**config.mk**
```make
export PLATFORM = sky130hd
export DESIGN_NAME = ex_mem_buffer
export DESIGN_NICKNAME = d
export VERILOG_FILES = /design/src/rtl/ex_mem_buffer.sv
export SDC_FILE = /design/constraint.sdc
export NUM_CORES = 1
export LEC_CHECK = 0
export CORE_MARGIN = 4
export CORE_UTILIZATION = 38
export DETAILED_ROUTE_END_ITERATION = 7
export GPL_TIMING_DRIVEN = 0
export PLACE_DENSITY = 0.62
export SETUP_SLACK_MARGIN = 0.05
export SLEW_MARGIN = 20
export SYNTH_ARGS = -nofsm -noshare
export SYNTH_HDL_FRONTEND = slang
export SYNTH_SLANG_ARGS = --single-unit
```
**constraint.sdc**
```tcl
create_clock -name clk -period 2.04 [get_ports clk]
set_clock_uncertainty 0.2 [all_clocks]
set_input_delay 0.306 -clock clk [delete_from_list [all_inputs] [get_ports clk]]
set_output_delay 0.306 -clock clk [all_outputs]
set_load 0.02 [all_outputs]
```
**src/rtl/ex_mem_buffer.sv**
```systemverilog
// rtl/ex_mem_buffer.sv - EX/MEM pipeline register as a 2-entry skid buffer
// Optional flush port and behaviour enabled by defining EXMEM_FLUSH_EN.
module ex_mem_buffer #(
    parameter int N = 64
) (
    input  logic         clk,
    input  logic         reset,
`ifdef EXMEM_FLUSH_EN
    input  logic         flush,
`endif
    input  logic [N-1:0] alu_result_i,
    input  logic         zero_i,
    input  logic [4:0]   rd_i,
    input  logic         mem_read_i,
    input  logic         mem_write_i,
    input  logic         reg_write_i,
    input  logic         in_valid,
    output logic         in_ready,
    output logic [N-1:0] result_o,
    output logic         zero_o,
    output logic [4:0]   rd_o,
    output logic         mem_read_o,
    output logic         mem_write_o,
    output logic         reg_write_o,
    output logic         out_valid,
    input  logic         out_ready
);

    localparam int W = N + 9;

    typedef enum logic [1:0] {
        EMPTY = 2'd0,
        ONE   = 2'd1,
        FULL  = 2'd2
    } state_t;

    state_t         state;
    logic [W-1:0]   main_q;
    logic [W-1:0]   skid_q;
    logic [W-1:0]   entry_in;
    logic           push;
    logic           pop;
    logic           flush_req;

`ifdef EXMEM_FLUSH_EN
    assign flush_req = flush;
`else
    assign flush_req = 1'b0;
`endif

    // Writes to XZR are dropped at capture so the head never carries them.
    assign entry_in = {alu_result_i, zero_i, rd_i, mem_read_i, mem_write_i,
                       reg_write_i && (rd_i != 5'd31)};

    assign in_ready  = (state != FULL);
    assign out_valid = (state != EMPTY);
    assign push      = in_valid && in_ready;
    assign pop       = out_valid && out_ready;

    assign {result_o, zero_o, rd_o, mem_read_o, mem_write_o, reg_write_o} = main_q;

    always_ff @(posedge clk) begin
        if (reset) begin
            state  <= EMPTY;
            main_q <= '0;
            skid_q <= '0;
        end else if (flush_req) begin
            state <= EMPTY;
        end else begin
            case (state)
                EMPTY: begin
                    if (push) begin
                        main_q <= entry_in;
                        state  <= ONE;
                    end
                end
                ONE: begin
                    if (push && !pop) begin
                        skid_q <= entry_in;
                        state  <= FULL;
                    end else if (push && pop) begin
                        main_q <= entry_in;
                    end else if (pop) begin
                        state <= EMPTY;
                    end
                end
                FULL: begin
                    if (pop) begin
                        main_q <= skid_q;
                        state  <= ONE;
                    end
                end
                default: state <= EMPTY;
            endcase
        end
    end

endmodule

```
==> impl_metrics.csv <==
group,metric,value,unit
clocking,cts_max_level,4,
detailed_routing,drc,0,
worst_setup_path,crit_chain,"nand2b_4 > buf_6 > buf_12 > buf_12 > buf_8",
final_layout,final_nets,931,
place,hpwlAfterDp,13360,um
yosys,synth.top_cells.by_area,"dfxtp_1 47%, a211oi_1 17%, mux2i_1 11%, nand2_1 8.8%, a21oi_1 5.9%",
power_and_ir_drop,p_clk_frac,0.431,
die,die_h,136.8,um
flow_run,drv_cap,0,
timing,hold_ws,0.1651,ns
detailed_routing,postRouteAntennaNets,0,
global_routing,antenna_found_initial,0,
yosys,synth_top_family_by_area,"compound AO/OA/AOI/OAI gates",
clocking,clock_latency,0.42,ns
yosys,synth_adder_area_share,0,
detailed_routing,drt_iter0_drc,245,
power_and_ir_drop,combPwrFrac,0.162,
worst_setup_path,cp_top_family,"buffers and inverters",
final_layout,drive_above_1_share,0.1223,
yosys,synth_mux_area_frac,0.1143,
detailed_routing,viasPerCell,5.289,
place,gp_congestion,0.7827,
worst_setup_path,crit_path_frequent_cell,"buf_12",
global_routing,grt_start_max_net_pins,17,
place,port_buffers,150,
yosys,synth_common_cells,"148 x dfxtp_1, 148 x nand2_1, 143 x a211oi_1",
final_layout,antenna-diode-count,0,
yosys,yosysUniqueCellTypes,26,
detailed_routing,num_vias,5728,
timing,tightestPinTransition,0.7450,ns
timing,slew_headroom,0.5034,
die,io_pins,152,
power_and_ir_drop,switchingPower,0.001996,W
place,dpl.cell_count,1044,
timing,fin_crit_sh,0.9576,
yosys,synth-xor-area-share,0,
yosys,synth_nets,755,
die,core_area,16060,um^2
die,die_area,18710,um^2
yosys,syn_area_per_cell,9.297,um^2
worst_setup_path,cp_max_fo,10,
die,rows,46,
timing,hold_violations,0,
yosys,syn_area,6304,um^2
yosys,synth_edf_count,0,
clocking,cts.sinks,148,
final_layout,syn2layout_area_growth,39.42,%
power_and_ir_drop,p_seq_frac,0.407,
timing,rsz0062_at_grt,"yes",
worst_hold_path,hold_class,"in2reg",
global_routing,grt_pass1_wl,29560,um
detailed_routing,drt-wirelength-per-cell,17.35,um
power_and_ir_drop,p_leak,3.558,nW
timing,period_minus_slack,1.954,ns
timing,max_clock_freq,511.9,MHz
final_layout,instances_no_fill,1083,
global_routing,grt_overflow_total,0,
worst_setup_path,critPathKind,"reg2out",
worst_setup_path,crit_required,1.53,ns
worst_setup_path,cpPeakStageDelay,0.43,ns
detailed_routing,wirelength,18790,um
power_and_ir_drop,ir_drop,0.5709,mV
yosys,async_reset_ff_frac,0,
yosys,synth_top_area_frac,0.4700,
yosys,synth_compound_area_frac,0.2439,
yosys,synth-seq-cells,148,
place,placedInstanceArea,8075,um^2
clocking,cts_root_buf,"clkbuf_16",
outcome,outcome,"completed",
worst_setup_path,start_kind,"register",
power_and_ir_drop,power_density,885.6,nW/um^2
clocking,cts_buffer_depth,2,
yosys,netlist_instances,678,
yosys,ys_seq_area_frac,0.4700,
worst_setup_path,worst-path-buf-inv,4,
clocking,cts_tree,"done",
global_routing,grt_pass1_vias,5800,
worst_setup_path,crit_slowest_cell,"dfxtp_2",
timing,setup-violations-final,0,
die,die_w,136.8,um
timing,slew_viol_final,0,
final_layout,stdcell_area,8788,um^2
die,start_util,0.3926,
clocking,cts_made_buffers,17,
detailed_routing,dr.pass1.iters,5,
global_routing,grt.total_usage,0.2001,
power_and_ir_drop,switching_share,0.2565,
clocking,cts_hold_buf,0,
worst_setup_path,cp-end-kind,"output port",
yosys,yosys.area.top_type,"dfxtp_1",
yosys,ys.flop_type,"dfxtp_1",
yosys,synth-simple-area-share,0.1012,
power_and_ir_drop,p_int,0.005787,W
worst_setup_path,crit_arrival,1.45,ns
clocking,path_clk_slew,0.06,ns
yosys,synth_warnings,0,
[cell type report]
class                   count  area (um^2)
fillers                  1441         7269
flip-flops and latches    148         2968
multi-input cells         457         2907
repair buffers            157         1558
clock buffers              19        452.9
plain buffers              73        452.9
well taps                 216        270.3
clock inverters            13        180.2
[stage by stage]
stage               setup WS (ns)    util  total power [W]  setup TNS (ns)
floorplan                  0.5221       -         0.003872               0
global placement          -0.1988  0.5029         0.004454          -22.37
detailed placement        -0.2809  0.5029         0.004483          -31.01
CTS                       0.03785  0.5433         0.007838               0
global route              0.03968  0.5473         0.008064               0
finish                    0.08644  0.5473         0.007783               0
[sequential cells by signal, indices dropped and copies added (netlist names)]
signal / cells
skid_q: 73
state: 2
main_q: 73
[final timing paths]
kind / startpoint / endpoint / slack [ns] / cells after the start
setup reg to reg: state[0] / main_q[39] / 0.19 / 6
hold reg to reg: skid_q[65] / skid_q[65] / 0.25 / 2
hold / removal: reset / main_q[50] / 0.17 / 2
setup / recovery: state[1] / in_ready / 0.09 / 5
[logic make-up (layout without fill, tap and decap cells)]
family                 count (synthesis)  count (layout)
muxes                                 72              72
and+or+nand+nor                      159             159
buffers and inverters                 73             262
AOI/OAI and AO/OA                    226             226
DFF                                  148             148
[cell usage in the layout (no fill, tap or decap), drive strengths merged]
cell type	instances
inv	1
bufinv	4
a21oi	74
nand2b	2
or3b	1
nand3	1
a211oi	146
nand3b	1
clkbuf	43
mux2i	72
o21bai	1
dlygate4sd2	1
o211ai	2
and3b	1
clkinv	5
nor4bb	1
nand4bb	1
and2	1
dfxtp	148
a21o	2
or2	1
nand2	148
clkdlybuf4s50	148
buf	57
clkinvlp	3
nor2b	1
a311oi	1
[power groups by stage]
stage	combinational, W	sequential (W)	clock [W]
floorplan	0.000498	0.00337	0
global placement	0.00123	0.00323	0
detailed placement	0.00125	0.00323	0
CTS	0.00126	0.00317	0.00341
global route	0.00136	0.00319	0.00352
finish	0.00126	0.00317	0.00335
[timing repair]
action | in CTS | in global routing
setup endpoints to repair | 2 | 34
buffers inserted | 0 | 7
resized for setup | 12 | 12
[per-layer routing]
layer / GRT usage / up-vias / part of all wire
met5: 0 / - / 0
met4: 0.08259 / 0 / 0.025
met3: 0.03309 / 33 / 0.044
met2: 0.3316 / 151 / 0.48
met1: 0.2592 / 2726 / 0.45
li1: - / 2818 / -
Power figures use the tool's default switching activity.
